===== src/rtl/penta_pkg.sv =====
// Shared key definitions for the five-button front panel.
// Also used by the menu FSM, so the constants live here.
package penta_pkg;

  localparam int KEY_W    = 3;
  localparam int NUM_KEYS = 5;

  localparam logic [KEY_W-1:0] KEY0 = 3'd0;
  localparam logic [KEY_W-1:0] KEY1 = 3'd1;
  localparam logic [KEY_W-1:0] KEY2 = 3'd2;
  localparam logic [KEY_W-1:0] KEY3 = 3'd3;
  localparam logic [KEY_W-1:0] KEY4 = 3'd4;

  // Number of press pulses that are high in one cycle.
  function automatic logic [2:0] count_presses(input logic [NUM_KEYS-1:0] x);
    logic [2:0] n;
    n = 3'd0;
    for (int i = 0; i < NUM_KEYS; i++) begin
      n = n + {2'b00, x[i]};
    end
    return n;
  endfunction

  // Key code of the lowest pulse that is high; only meaningful when exactly one is set.
  function automatic logic [KEY_W-1:0] encode_key(input logic [NUM_KEYS-1:0] x);
    logic [KEY_W-1:0] code;
    code = KEY0;
    if (x[4]) code = KEY4;
    if (x[3]) code = KEY3;
    if (x[2]) code = KEY2;
    if (x[1]) code = KEY1;
    if (x[0]) code = KEY0;
    return code;
  endfunction

endpackage


===== src/rtl/sync_fifo.sv =====
// Small synchronous FIFO with a registered head-of-queue output.
// rd_data holds its last value while the FIFO is empty.
module sync_fifo #(
  parameter int  WIDTH  = 3,
  parameter int  DEPTH  = 4,
  localparam int ADDR_W = $clog2(DEPTH)
) (
  input  logic              clk,
  input  logic              reset,
  input  logic              push,
  input  logic [WIDTH-1:0]  push_data,
  input  logic              pop,
  output logic [WIDTH-1:0]  rd_data,
  output logic [ADDR_W:0]   count,
  output logic              full,
  output logic              empty
);

  localparam logic [ADDR_W:0] FULL_COUNT = (ADDR_W + 1)'(DEPTH);

  logic [WIDTH-1:0]  mem [DEPTH];
  logic [ADDR_W-1:0] wr_ptr;
  logic [ADDR_W-1:0] rd_ptr;
  logic [ADDR_W-1:0] rd_ptr_next;
  logic              pop_ok;
  logic              push_ok;
  logic [WIDTH-1:0]  head_next;

  assign full    = (count == FULL_COUNT);
  assign empty   = (count == '0);
  assign pop_ok  = pop & ~empty;
  // A full FIFO still accepts a push when the head leaves on the same edge.
  assign push_ok = push & (~full | pop_ok);

  // Pick the value the head register should show after this edge.
  always_comb begin
    head_next   = rd_data;
    rd_ptr_next = rd_ptr + ADDR_W'(pop_ok);
    if (push_ok && ((count == '0) || ((count == (ADDR_W + 1)'(1)) && pop_ok))) begin
      // Incoming entry becomes the head directly.
      head_next = push_data;
    end else if (pop_ok && (count > (ADDR_W + 1)'(1))) begin
      head_next = mem[rd_ptr_next];
    end
  end

  // Storage array write; contents need no reset because rd_data is reset separately.
  always_ff @(posedge clk) begin
    if (push_ok) begin
      mem[wr_ptr] <= push_data;
    end
  end

  // Pointers, occupancy and head register.
  always_ff @(posedge clk) begin
    if (reset) begin
      wr_ptr  <= '0;
      rd_ptr  <= '0;
      count   <= '0;
      rd_data <= '0;
    end else begin
      if (push_ok) wr_ptr <= wr_ptr + 1'b1;
      rd_ptr  <= rd_ptr_next;
      rd_data <= head_next;
      case ({push_ok, pop_ok})
        2'b10:   count <= count + 1'b1;
        2'b01:   count <= count - 1'b1;
        default: count <= count;
      endcase
    end
  end

endmodule


===== src/rtl/penta_key_queue.sv =====
// Encodes single-cycle debounced key presses into 3-bit codes and queues them
// for downstream control logic.
//
// Handshake: key_valid is high while a code is queued and key_code is the head.
// A transfer happens on a rising edge where key_valid & key_ready; key_valid and
// key_code never change while key_valid & !key_ready. key_ready only feeds
// next-state logic, and the press inputs never reach an output combinationally.
module penta_key_queue
  import penta_pkg::*;
#(
  parameter int  DEPTH  = 4,
  localparam int ADDR_W = $clog2(DEPTH)
) (
  input  logic              sysclk,
  input  logic              reset,
  input  logic              X0_deb,
  input  logic              X1_deb,
  input  logic              X2_deb,
  input  logic              X3_deb,
  input  logic              X4_deb,
  input  logic              key_ready,
  input  logic              flag_clr,
  output logic              key_valid,
  output logic [KEY_W-1:0]  key_code,
  output logic [ADDR_W:0]   key_count,
  output logic              overflow,
  output logic              collision
);

  logic [NUM_KEYS-1:0] presses;
  logic [2:0]          press_cnt;
  logic                push_req;
  logic                multi_press;
  logic [KEY_W-1:0]    press_code;
  logic                pop;
  logic                push_acc;
  logic                fifo_full;
  logic                fifo_empty;
  logic                overflow_set;

  assign presses     = {X4_deb, X3_deb, X2_deb, X1_deb, X0_deb};
  assign press_cnt   = count_presses(presses);
  assign push_req    = (press_cnt == 3'd1);
  assign multi_press = (press_cnt > 3'd1);
  assign press_code  = encode_key(presses);

  assign key_valid    = ~fifo_empty;
  assign pop          = key_valid & key_ready;
  assign push_acc     = push_req & (~fifo_full | pop);
  assign overflow_set = push_req & fifo_full & ~pop;

  sync_fifo #(
    .WIDTH (KEY_W),
    .DEPTH (DEPTH)
  ) u_fifo (
    .clk       (sysclk),
    .reset     (reset),
    .push      (push_acc),
    .push_data (press_code),
    .pop       (pop),
    .rd_data   (key_code),
    .count     (key_count),
    .full      (fifo_full),
    .empty     (fifo_empty)
  );

  // Sticky error flags; a new event in the clearing cycle keeps the flag set.
  always_ff @(posedge sysclk) begin
    if (reset) begin
      overflow  <= 1'b0;
      collision <= 1'b0;
    end else begin
      overflow  <= overflow_set | (overflow & ~flag_clr);
      collision <= multi_press  | (collision & ~flag_clr);
    end
  end

endmodule


===== config.mk =====
export PLATFORM = sky130hd
export DESIGN_NAME = penta_key_queue
export DESIGN_NICKNAME = d
export VERILOG_FILES = /design/src/rtl/penta_pkg.sv /design/src/rtl/sync_fifo.sv /design/src/rtl/penta_key_queue.sv
export SDC_FILE = /design/constraint.sdc
export NUM_CORES = 1
export LEC_CHECK = 0
export ABC_CLOCK_PERIOD_IN_PS = 3100
export CORE_ASPECT_RATIO = 1.25
export CORE_MARGIN = 1.5
export CORE_UTILIZATION = 48
export CTS_CLUSTER_SIZE = 25
export DETAILED_ROUTE_END_ITERATION = 8
export GPL_ROUTABILITY_DRIVEN = 1
export PLACE_DENSITY = 0.84
export SLEW_MARGIN = 20
export SYNTH_ARGS = -nofsm -noshare
export SYNTH_HDL_FRONTEND = slang
export SYNTH_SLANG_ARGS = --single-unit

===== constraint.sdc =====
create_clock -name sysclk -period 3.1 [get_ports sysclk]
set_input_delay 0.62 -clock sysclk [delete_from_list [all_inputs] [get_ports sysclk]]
set_output_delay 0.62 -clock sysclk [all_outputs]
set_load 0.005 [all_outputs]

# After elaboration in Yosys (flattened, before gate mapping)
# Memory sizes are Yosys's and may differ from the RTL's.
# Cells that the tools add are included.
# Widths: inputs -> output; s select.
op_classes:
  addsub: 8
  magnitude_cmp: 2
  n_eq_ne: 5
  muxes: 10
  bitwise_logic: 16
  reduce_logical: 7
op_table:
  columns: ["cell", "count"]
  rows:
  - ["$mux 3", 7]
  - ["$and 1x1->1", 8]
  - ["$add 3x1->3", 2]
  - ["$eq 3x1->1 const B", 2]
  - ["$gt 3x1->1 const B", 2]
  - ["$pmux 3 s2", 1]
  - ["$not 1->1", 4]
  - ["$or 1x1->1", 4]
  - ["$reduce_bool 2->1", 2]
  - ["$add 2x1->3", 1]
  - ["$add 3x1->3 const B", 1]
  - ["$eq 3x3->1 const B", 1]
  - ["$logic_and 1x1->1", 3]
  - ["$logic_not 3->1", 1]
  - ["$sub 3x1->3 const B", 1]
  - ["$add 1x1->2", 1]
  - ["$add 2x1->2", 1]
  - ["$add 2x1->2 const B", 1]
  - ["$eq 2x1->1 const B", 1]
  - ["$eq 2x2->1 const B", 1]
  - ["$mux 1", 2]
  - ["$logic_or 1x1->1", 1]
totals:
  register_bits: 12
  ram_bits: 12
  input_bits: 9
  out_inout_bits: 9
  mem_count: 1
mem_list:
  columns: ["name", "depth", "width", "read_ports", "rd_ports_with_merged_regs", "write_ports", "line_no", "source"]
  rows:
  - ["u_fifo.mem", 4, 3, 1, 0, 1, "sync_fifo.sv:21", "logic [WIDTH-1:0] mem [DEPTH];"]

# Logic depth before layout (Yosys ltp)
# Gate-level depths: netlist (run 1).
depth:
  word_depth: 9
  ltp_mapped: 11
  depth_no_buf: 11

# By module
# Synthesis (run 1) repeated with hierarchy kept, for this count alone.
hier_totals:
  cells_unflattened: 120
  area_unflattened_um2: 1377.6
modules_own_cells:
  columns: ["module", "instances", "cells_each", "area_each_um2"]
  rows:
  - ["sync_fifo", 1, 93, 1146.1]
  - ["penta_key_queue", 1, 27, 231.5]

# Worst setup path after synthesis (run 1)
# Ideal clock, no wire load.
synth_path:
  path_type: "input port to flip-flop"
  startpoint: "input port X0_deb"
  endpoint: "register u_fifo.count[2]"
  setup_ps: 72
  arrival_time_ps: 3268
  t_required_ps: 3028
  path_slack_ps: -240
  path_stages: 10
  path_cell_list: "fa_1 fa_1 inv_1 ha_1 nand2b_4 a211oi_4 inv_1 ha_1 or3_1 a21oi_1"
synth_via:
  elab_chain_cells: 9
  word_cells_on_any_way: 11
  cone_classes: "4 x add/sub; 3 x eq/ne; 1 x mux; 2 x bitwise; 1 x reduce/logical"
synth_rtl:
  columns: ["item", "line_no", "source"]
  rows:
  - ["from (decl)", "penta_key_queue.sv:16", "input logic X0_deb,"]
  - ["$add 1x1->2 *", "penta_pkg.sv:19", "n = n + {2'b00, x[i]};"]
  - ["$add 2x1->3 *", "penta_pkg.sv:19", null]
  - ["$add 3x1->3 * (2 in a row)", "penta_pkg.sv:19", null]
  - ["$eq 3x1->1 *", "penta_key_queue.sv:43", "assign push_req = (press_cnt == 3'd1);"]
  - ["$and 1x1->1 *", "penta_key_queue.sv:49", "assign push_acc = push_req & (~fifo_full | pop);"]
  - ["$and 1x1->1 *", "sync_fifo.sv:33", "assign push_ok = push & (~full | pop_ok);"]
  - ["$eq 2x1->1 / $eq 2x2->1 (equally long branches)", "sync_fifo.sv:65", "case ({push_ok, pop_ok})"]
  - ["$pmux 3 s2 / $reduce_bool 2->1 (equally long branches)", null, null]
  - ["to (signal assigned)", "sync_fifo.sv:66", "2'b10: count <= count + 1'b1;"]
  - ["to (signal assigned)", "sync_fifo.sv:67", "2'b01: count <= count - 1'b1;"]
  - ["to (signal assigned)", "sync_fifo.sv:68", "default: count <= count;"]
  - ["to (decl)", "sync_fifo.sv:14", "output logic [ADDR_W:0] count,"]
# Mark *: on every way between the ends. The rest lies on a longest branch, timed or not.
# A chain may end at the register's enable or synchronous reset.

# Final worst setup path (run 1)
# Ends and elaborated chain as after synthesis.

==> flow_metrics.py, run 1 <==
metrics = {
    "pwr": {
        "power_density_mw_per_mm2": 796,
        "intPower_w": 0.000879,
        "power_frac_clock": 0.175,
        "sequentialPowerShare": 0.328,
        "switchingPower_w": 0.000445,
        "combPwrFrac": 0.496,
        "leakage_nw": 0.649,
        "netSwitchingFraction": 0.336,
        "finalPower_w": 0.00132,
        "ir_worst_vdd_mv": 0.555,
    },
    "synthesis": {
        "yosys_warnings": 0,
        "ys_top_cells_by_count": "dfxtp_1, edfxtp_1, ha_1",
        "synth_top_area_frac": 0.277,
        "synth_seq_cells": 24,
        "synth_top_cells_by_area": "edfxtp_1, dfxtp_1, ha_1",
        "yosys.cell_types.count": 33,
        "synth_edf_count": 12,
        "synthFlopType": "edfxtp_1",
        "synth_top_area_cell": "edfxtp_1",
        "syn-cell-area_mm2": 0.00130,
        "synthCells": 104,
        "syn_nets": 126,
        "ys_seq_area_frac": 0.462,
        "avgSynthCellArea_um2": 12.5,
        "async_flop_share": 0,
    },
    "worst_setup_path": {
        "critPathArrivalTime_ns": 3.20,
        "crit_path_end_kind": "flop",
        "path_cells": "dlygate4sd2_1 > fa_1 > fa_2 > inv_1 > ha_1 > nand2b_4 > a211oi_4 > inv_2 > ha_4 > mux2i_1 > or3_1 > a21oi_1",
        "critPathMaxStageDelay_ns": 0.50,
        "cp-start-kind": "primary input",
        "required_ns": 3.37,
        "path_class": "in2reg",
        "critPathSlowestCell": "fa_1",
        "path_max_fanout": 3,
    },
    "min_path": {
        "hold_path_class": "reg2reg",
    },
    "placed_design": {
        "place.gp.congestion": 0.748,
        "portBuffers": 17,
        "post-dp-hpwl_um": 2060,
        "dpl-instance-area_mm2": 0.00161,
        "dp_slack_ns": -0.383,
    },
    "sta": {
        "skew_ns": 0.00728,
        "min_period_ns": 2.94,
        "setup_ws_ns": 0.164,
        "fmax_ghz": 0.341,
        "rsz0062_at_grt": "no",
        "finalCritPeriodShare": 0.947,
        "timing.slew.headroom": 0.610,
        "tns_ns": 0,
        "finalHoldViolCount": 0,
        "setup_violations": 0,
        "tightest_slew_ns": 0.580,
        "slew_violations": 0,
    },
    "detailed_routing": {
        "ant_nets": 0,
        "dr.pass1.iters": 4,
        "drc": 0,
        "routed_wl_um": 2580,
        "wl_per_cell_um": 15.3,
        "vias": 893,
        "avgViaCountPerCell": 5.28,
        "drt_iter0_markers": 19,
    },
    "clock_network": {
        "clk_path_buf_depth": 2,
        "cts_max_level": 1,
        "clk_pin_slew_ns": 0.14,
        "cts_tree": "yes",
        "cts.sinks": 24,
        "clockRootBuffer": "clkbuf_4",
        "clock_latency_ns": 0.33,
        "cts_buffers": 3,
        "hold_buffers": 0,
    },
    "die": {
        "die_area_mm2": 0.00303,
        "floorplan.core_area_mm2": 0.00250,
        "die_h_um": 61.2,
        "die_w_um": 49.6,
        "num_rows": 20,
        "initial_core_util": 0.520,
        "io_pins": 18,
    },
    "layout": {
        "diodes": 0,
        "final_util": 0.665,
        "fin_area_mm2": 0.00166,
        "drive_above_1_share": 0.235,
        "syn2layout_area_growth_pct": 27.8,
        "fin_nets": 159,
    },
    "global_route": {
        "grt_pass1_wl_um": 4090,
        "grt_pass1_vias": 942,
        "grt_max_degree": 15,
        "antenna_found_initial": 0,
        "grt-ovfl-total": 0,
        "track_usage": 0.191,
    },
    "run": {
        "maxCapViolations": 0,
    },
    "outcome": {
        "outcome": "completed",
    },
}
-- power groups by stage --
stage               clock network, W  logic (W)  registers (W)
floorplan                          0   0.000433       0.000437
global placement                   0   0.000632       0.000436
detailed placement                 0   0.000659       0.000443
CTS                         0.000236   0.000666       0.000436
global route                0.000245   0.000725       0.000442
finish                      0.000232   0.000657       0.000435
-- per-layer routing --
layer	vias to the layer above	GRT usage	part of all wire
li1	436	-	-
met1	425	0.196	0.39
met2	27	0.368	0.54
met3	5	0.0316	0.046
met4	0	0.115	0.021
met5	-	0	0
-- metrics by stage --
step / instances / hold slack (ns)
finish: 169 / 0.546
global placement: 164 / 0.470
detailed placement: 164 / 0.517
floorplan: 104 / 0.479
CTS: 169 / 0.549
global route: 169 / 0.558
-- critical path, delay by kind of cell --
kind	cells	cell delay, ns
adders and majority gates	4	1.24
and+or+nand+nor	2	0.47
buffers and inverters	3	0.39
AOI/OAI and AO/OA	2	0.36
muxes	1	0.12
-- area by class of cell --
| cell class | instances | area [µm²] |
|---|---|---|
| fillers | 201 | 840 |
| multi-input cells | 69 | 674 |
| flip-flops and latches | 24 | 601 |
| repair buffers | 29 | 256 |
| well taps | 33 | 41.3 |
| inverters | 10 | 37.5 |
| clock inverters | 1 | 30.0 |
| clock buffers | 3 | 22.5 |
-- cells in the final DEF, fill, tap and decap left out, types with 2 or more instances in the layout --
master and count:
nor2b_1 2, mux4_2 3, and2_1 4, clkdlybuf4s50_1 14, xor2_1 3, dlygate4sd2_1 3
a211oi_2 3, clkbuf_4 3, a211oi_1 5, nor2_1 9, mux2i_1 5, buf_4 12
a21oi_1 3, ha_1 10, edfxtp_1 12, inv_1 9, dfxtp_1 12, nand2b_1 2
-- flip-flops by register name, summed over array words and instances (netlist names) --
register,flops
collision,1
overflow,1
u_fifo.count,3
u_fifo.mem,12
u_fifo.rd_data,3
u_fifo.rd_ptr,2
u_fifo.wr_ptr,2
-- timing repair --
action	CTS	global route
resized for setup	3	0
endpoints found under the setup margin	3	0
setup buffers	1	0
-- path summary, 6_finish.rpt --
| kind | start | to | slack, ns | cells after the start |
|---|---|---|---|---|
| max | X0_deb | u_fifo.count[2] | 0.16 | 12 |
| min | collision | collision | 0.55 | 2 |
| max reg2reg | u_fifo.count[1] | u_fifo.rd_data[0] | 0.66 | 8 |
| min reg2reg | collision | collision | 0.55 | 2 |
-- cells by family after synthesis --
kind of cell    share of synthesized area
flops                               0.462
simple gates                        0.105
fa+ha+maj                           0.137
mux                                0.0904
xor+xnor                           0.0269
buf+inv                            0.0317
compound gates                      0.148
(Power assumes the default switching activity.)
==> run 2, diff against run 1 <==
--- a/config.mk
+++ b/config.mk
@@ -6,13 +6,14 @@
 export NUM_CORES = 1
 export LEC_CHECK = 0
 export ABC_CLOCK_PERIOD_IN_PS = 3100
-export CORE_ASPECT_RATIO = 1.25
+export CORE_ASPECT_RATIO = 1.5
 export CORE_MARGIN = 1.5
-export CORE_UTILIZATION = 48
+export CORE_UTILIZATION = 50
+export CTS_BUF_LIST = sky130_fd_sc_hd__clkbuf_4
 export CTS_CLUSTER_SIZE = 25
 export DETAILED_ROUTE_END_ITERATION = 8
 export GPL_ROUTABILITY_DRIVEN = 1
-export PLACE_DENSITY = 0.84
+export PLACE_DENSITY = 0.87
 export SLEW_MARGIN = 20
 export SYNTH_ARGS = -nofsm -noshare
 export SYNTH_HDL_FRONTEND = slang
==> flow_metrics.py, run 2 (synthesized netlist as in run 1, its figures left out) <==
metrics = {
    "detailed_routing": {
        "ant_nets": 0,
        "wl_met1_um": 989,
        "highest_layer": "met4",
        "wl_per_cell_um": 16.2,
        "route.met2.wl_um": 1460,
        "wl_met3_um": 83,
        "drc": 0,
        "vias": 924,
        "dr.pass1.iters": 4,
        "avgViaCountPerCell": 5.78,
        "routed_wl_um": 2600,
        "drt_iter0_markers": 18,
    },
    "clock_network": {
        "clk_path_buf_depth": 2,
        "cts.sinks": 24,
        "cts_max_level": 1,
        "cts_tree": "yes",
        "hold_buffers": 0,
        "clockRootBuffer": "clkbuf_4",
        "cts_buffers": 3,
        "clock_latency_ns": 0.33,
        "clk_pin_slew_ns": 0.13,
    },
    "layout": {
        "fin_cells": 160,
        "syn2layout_area_growth_pct": 26.9,
        "reg_top3": "u_fifo.mem x12, u_fifo.count x3, u_fifo.rd_data x3",
        "diodes": 0,
        "drive_above_1_share": 0.235,
        "largest-register": "u_fifo.mem",
        "most-common-layout-cells": "clkdlybuf4s50_1, dfxtp_1, buf_4, edfxtp_1, ha_1",
        "layout_commonest_cell": "clkdlybuf4s50_1",
        "largest_register_ffs": 12,
        "fin_nets": 159,
    },
    "worst_setup_path": {
        "path_class": "in2reg",
        "critPathSlowestCell": "fa_1",
        "required_ns": 3.37,
        "cp-start-kind": "primary input",
        "crit_path_end_kind": "flop",
        "path_cells": "dlygate4sd2_1 > fa_1 > fa_2 > inv_1 > ha_1 > nand2b_4 > a211oi_4 > inv_2 > ha_4 > mux2i_1 > or3_1 > a21oi_1",
        "r2r_slack_ns": 0.61,
        "critPathMaxStageDelay_ns": 0.51,
        "path_max_fanout": 3,
        "critPathArrivalTime_ns": 3.23,
    },
    "die": {
        "die_h_um": 65.5,
        "die_area_mm2": 0.00292,
        "io_pins": 18,
        "die_w_um": 44.7,
        "num_rows": 22,
        "initial_core_util": 0.531,
        "floorplan.core_area_mm2": 0.00245,
    },
    "sta": {
        "tightest_slew_ns": 0.594,
        "finalCritPeriodShare": 0.955,
        "timing.slew.headroom": 0.601,
        "slew_violations": 0,
        "rsz0062_at_grt": "no",
        "fmax_ghz": 0.338,
        "setup_violations": 0,
        "finalHoldViolCount": 0,
        "min_period_ns": 2.96,
        "skew_ns": 0.00198,
        "setup_ws_ns": 0.139,
    },
    "run": {
        "maxCapViolations": 0,
    },
    "global_route": {
        "grt_pass1_vias": 917,
        "grt_pass1_wl_um": 4130,
        "grt_max_degree": 15,
        "track_usage": 0.203,
        "grt-ovfl-total": 0,
        "antenna_found_initial": 0,
    },
    "placed_design": {
        "place.gp.congestion": 0.849,
        "dp_cells": 155,
        "post-dp-hpwl_um": 2080,
        "portBuffers": 17,
        "dp_slack_ns": -0.418,
    },
    "pwr": {
        "power_density_mw_per_mm2": 808,
        "leakage_nw": 0.648,
        "finalPower_w": 0.00133,
        "ir_worst_vdd_mv": 0.515,
    },
    "min_path": {
        "hold_path_class": "reg2reg",
    },
    "outcome": {
        "outcome": "completed",
    },
}
run 2: cell counts in the layout (fill, tap and decap cells not counted):
No cell type changed its count.
run 2: timing repair:
item                                    CTS  global route
setup buffers                             1             0
resized for setup                         3             0
endpoints found under the setup margin    5             0
run 2: path summary, 6_finish.rpt:
kind	start	cells after the start	to
max	X0_deb	12	u_fifo.count[2]
min	collision	2	collision
max reg2reg	u_fifo.count[0]	9	u_fifo.rd_data[1]
min reg2reg	collision	2	collision
run 2: worst max-delay path: cells and delay by family:
kind                       cells  cell delay, ns
and+or+nand+nor                2            0.48
AOI/OAI and AO/OA              2            0.35
buffers and inverters          3            0.39
adders and majority gates      4            1.26
muxes                          1            0.12
run 2: final cells by class:
| class | instances | area [µm²] |
|---|---|---|
| Clock buffer | 3 | 22.5 |
| Clock inverter | 1 | 30.0 |
| Sequential cell | 24 | 601 |
| Inverter | 10 | 37.5 |
| Timing Repair Buffer | 29 | 256 |
| Tap cell | 24 | 30.0 |
| Multi-Input combinational cell | 69 | 674 |
| Fill cell | 169 | 798 |
run 2: stage by stage:
step | utilization | TNS [ns] | area [µm²] | hold WS (ns)
floorplan | - | -0.00541 | 1320 | 0.479
global placement | 0.651 | -3.54 | 1600 | 0.471
detailed placement | 0.651 | -5.82 | 1600 | 0.504
CTS | 0.674 | 0 | 1650 | 0.534
global route | 0.674 | 0 | 1650 | 0.569
finish | 0.674 | 0 | 1650 | 0.530
run 2: report_power, final:
part | switching [W] | total [W] | internal, W | leakage (nW)
Combinational | 0.000309 | 0.000670 | 0.000360 | 0.411
Clock | 0.0000996 | 0.000231 | 0.000131 | 0.0279
Sequential | 0.0000439 | 0.000434 | 0.000390 | 0.209
Total | 0.000453 | 0.00133 | 0.000881 | 0.648
run 2: routing by layer:
metal  vias to the layer above  GRT usage
met2                        20      0.361
met5                         -          0
met4                         0      0.106
li1                        438          -
met3                         7     0.0275
met1                       459      0.224
==> run 3, diff against run 2 <==
--- a/config.mk
+++ b/config.mk
@@ -8,12 +8,12 @@
 export ABC_CLOCK_PERIOD_IN_PS = 3100
 export CORE_ASPECT_RATIO = 1.5
 export CORE_MARGIN = 1.5
-export CORE_UTILIZATION = 50
+export CORE_UTILIZATION = 35
 export CTS_BUF_LIST = sky130_fd_sc_hd__clkbuf_4
 export CTS_CLUSTER_SIZE = 25
 export DETAILED_ROUTE_END_ITERATION = 8
 export GPL_ROUTABILITY_DRIVEN = 1
-export PLACE_DENSITY = 0.87
+export PLACE_DENSITY = 0.67
 export SLEW_MARGIN = 20
 export SYNTH_ARGS = -nofsm -noshare
 export SYNTH_HDL_FRONTEND = slang
==> flow_metrics.py, run 3 (synthesized netlist as in run 1, its figures left out) <==
metrics = {
    "worst_setup_path": {
        "path_max_fanout": 3,
        "critPathArrivalTime_ns": 3.21,
        "critPathMaxStageDelay_ns": 0.50,
        "cp-start-kind": "primary input",
        "critPathSlowestCell": "fa_1",
        "path_class": "in2reg",
        "path_cells": "dlygate4sd2_1 > fa_1 > fa_2 > inv_1 > ha_1 > nand2b_4 > a211oi_4 > inv_2 > ha_4 > mux2i_1 > or3_1 > a21oi_1",
        "required_ns": 3.34,
        "crit_path_end_kind": "flop",
    },
    "detailed_routing": {
        "drt_iter0_markers": 4,
        "ant_nets": 0,
        "drc": 0,
        "routed_wl_um": 2320,
        "avgViaCountPerCell": 4.79,
        "wl_per_cell_um": 12.9,
        "dr.pass1.iters": 4,
        "vias": 863,
    },
    "layout": {
        "layout_commonest_cell": "clkdlybuf4s50_1",
        "largest-register": "u_fifo.mem",
        "drive_above_1_share": 0.241,
        "diodes": 0,
        "final_util": 0.466,
        "fin_nets": 160,
        "largest_register_ffs": 12,
        "most-common-layout-cells": "clkdlybuf4s50_1, buf_4, dfxtp_1, edfxtp_1, ha_1",
        "reg_top3": "u_fifo.mem x12, u_fifo.count x3, u_fifo.rd_data x3",
        "syn2layout_area_growth_pct": 29.3,
    },
    "clock_network": {
        "cts_buffers": 3,
        "clk_path_buf_depth": 2,
        "clk_pin_slew_ns": 0.13,
        "clockRootBuffer": "clkbuf_4",
        "clock_latency_ns": 0.30,
        "cts_tree": "yes",
        "hold_buffers": 0,
        "cts_max_level": 1,
        "cts.sinks": 24,
    },
    "global_route": {
        "use_met3": 0.0173,
        "grt_pass1_wl_um": 4110,
        "grt_busiest_layer": "met2",
        "grt-ovfl-total": 0,
        "grt_pass1_vias": 963,
        "grt_use_met1": 0.177,
        "antenna_found_initial": 0,
        "grt_max_degree": 15,
        "grt_util_met2": 0.218,
        "track_usage": 0.132,
    },
    "sta": {
        "tightest_slew_ns": 0.570,
        "setup_ws_ns": 0.124,
        "rsz0062_at_grt": "no",
        "skew_ns": 0.00684,
        "min_period_ns": 2.98,
        "slew_violations": 0,
        "finalHoldViolCount": 0,
        "tns_ns": 0,
        "timing.slew.headroom": 0.617,
        "setup_violations": 0,
        "finalCritPeriodShare": 0.960,
        "fmax_ghz": 0.336,
    },
    "die": {
        "io_pins": 18,
        "die_w_um": 52.8,
        "num_rows": 27,
        "die_h_um": 77.7,
        "die_area_mm2": 0.00410,
        "initial_core_util": 0.360,
        "floorplan.core_area_mm2": 0.00361,
    },
    "run": {
        "maxCapViolations": 0,
    },
    "placed_design": {
        "post-dp-hpwl_um": 1910,
        "place.gp.congestion": 0.713,
        "dp_slack_ns": -0.376,
        "portBuffers": 17,
    },
    "pwr": {
        "ir_worst_vdd_mv": 0.464,
        "power_density_mw_per_mm2": 784,
        "finalPower_w": 0.00132,
        "leakage_nw": 0.653,
    },
    "outcome": {
        "outcome": "completed",
    },
    "min_path": {
        "hold_path_class": "reg2reg",
    },
}
-- run 3: cell types whose count changed in the layout (fill, tap and decap cells not counted) --
cell | before | now
buf_4 | 12 | 13
-- run 3: final timing paths --
| check | from | endpoint | slack, ns | cells past startpoint |
|---|---|---|---|---|
| worst max-delay path | X0_deb | u_fifo.count[2] | 0.12 | 12 |
| worst min-delay path | collision | collision | 0.52 | 2 |
| worst max register to register | u_fifo.count[1] | u_fifo.rd_data[1] | 0.66 | 8 |
| worst min register to register | collision | collision | 0.52 | 2 |
-- run 3: final cells by class --
type                            instances  area (µm²)
Fill cell                             328        1930
Multi-Input combinational cell         69         674
Sequential cell                        24         601
Timing Repair Buffer                   30         264
Tap cell                               43        53.8
Inverter                               10        37.5
Clock inverter                          1        30.0
Clock buffer                            3        22.5
-- run 3: repair_timing --
action / 4_1_cts / 5_1_grt
resized for setup: 3 / 0
setup endpoints to repair: 4 / 0
setup buffers: 1 / 0
-- run 3: worst max-delay path: cells and delay by family --
family                   cells  cell delay [ns]
AND/OR/NAND/NOR              2             0.49
multiplexers                 1             0.12
AO/OA/AOI/OAI                2             0.35
buffers and inverters        3             0.39
adder cells (fa/ha/maj)      4             1.23
-- run 3: routing by layer --
metal	wire length [µm]	up-vias
met3	57	2
met4	27	0
li1	-	437
met2	1150	14
met1	1090	410
met5	0	-
-- run 3: through the flow --
step | area, µm² | cells | hold WS, ns
floorplan | 1320 | 104 | 0.479
global placement | 1630 | 175 | 0.470
detailed placement | 1630 | 175 | 0.494
CTS | 1680 | 180 | 0.525
global route | 1680 | 180 | 0.562
finish | 1680 | 180 | 0.519
-- run 3: where the power goes --
part / total (W) / internal (W) / switching (W)
sequential: 0.000432 / 0.000390 / 0.0000422
combinational: 0.000670 / 0.000370 / 0.000300
clock: 0.000217 / 0.000130 / 0.0000862
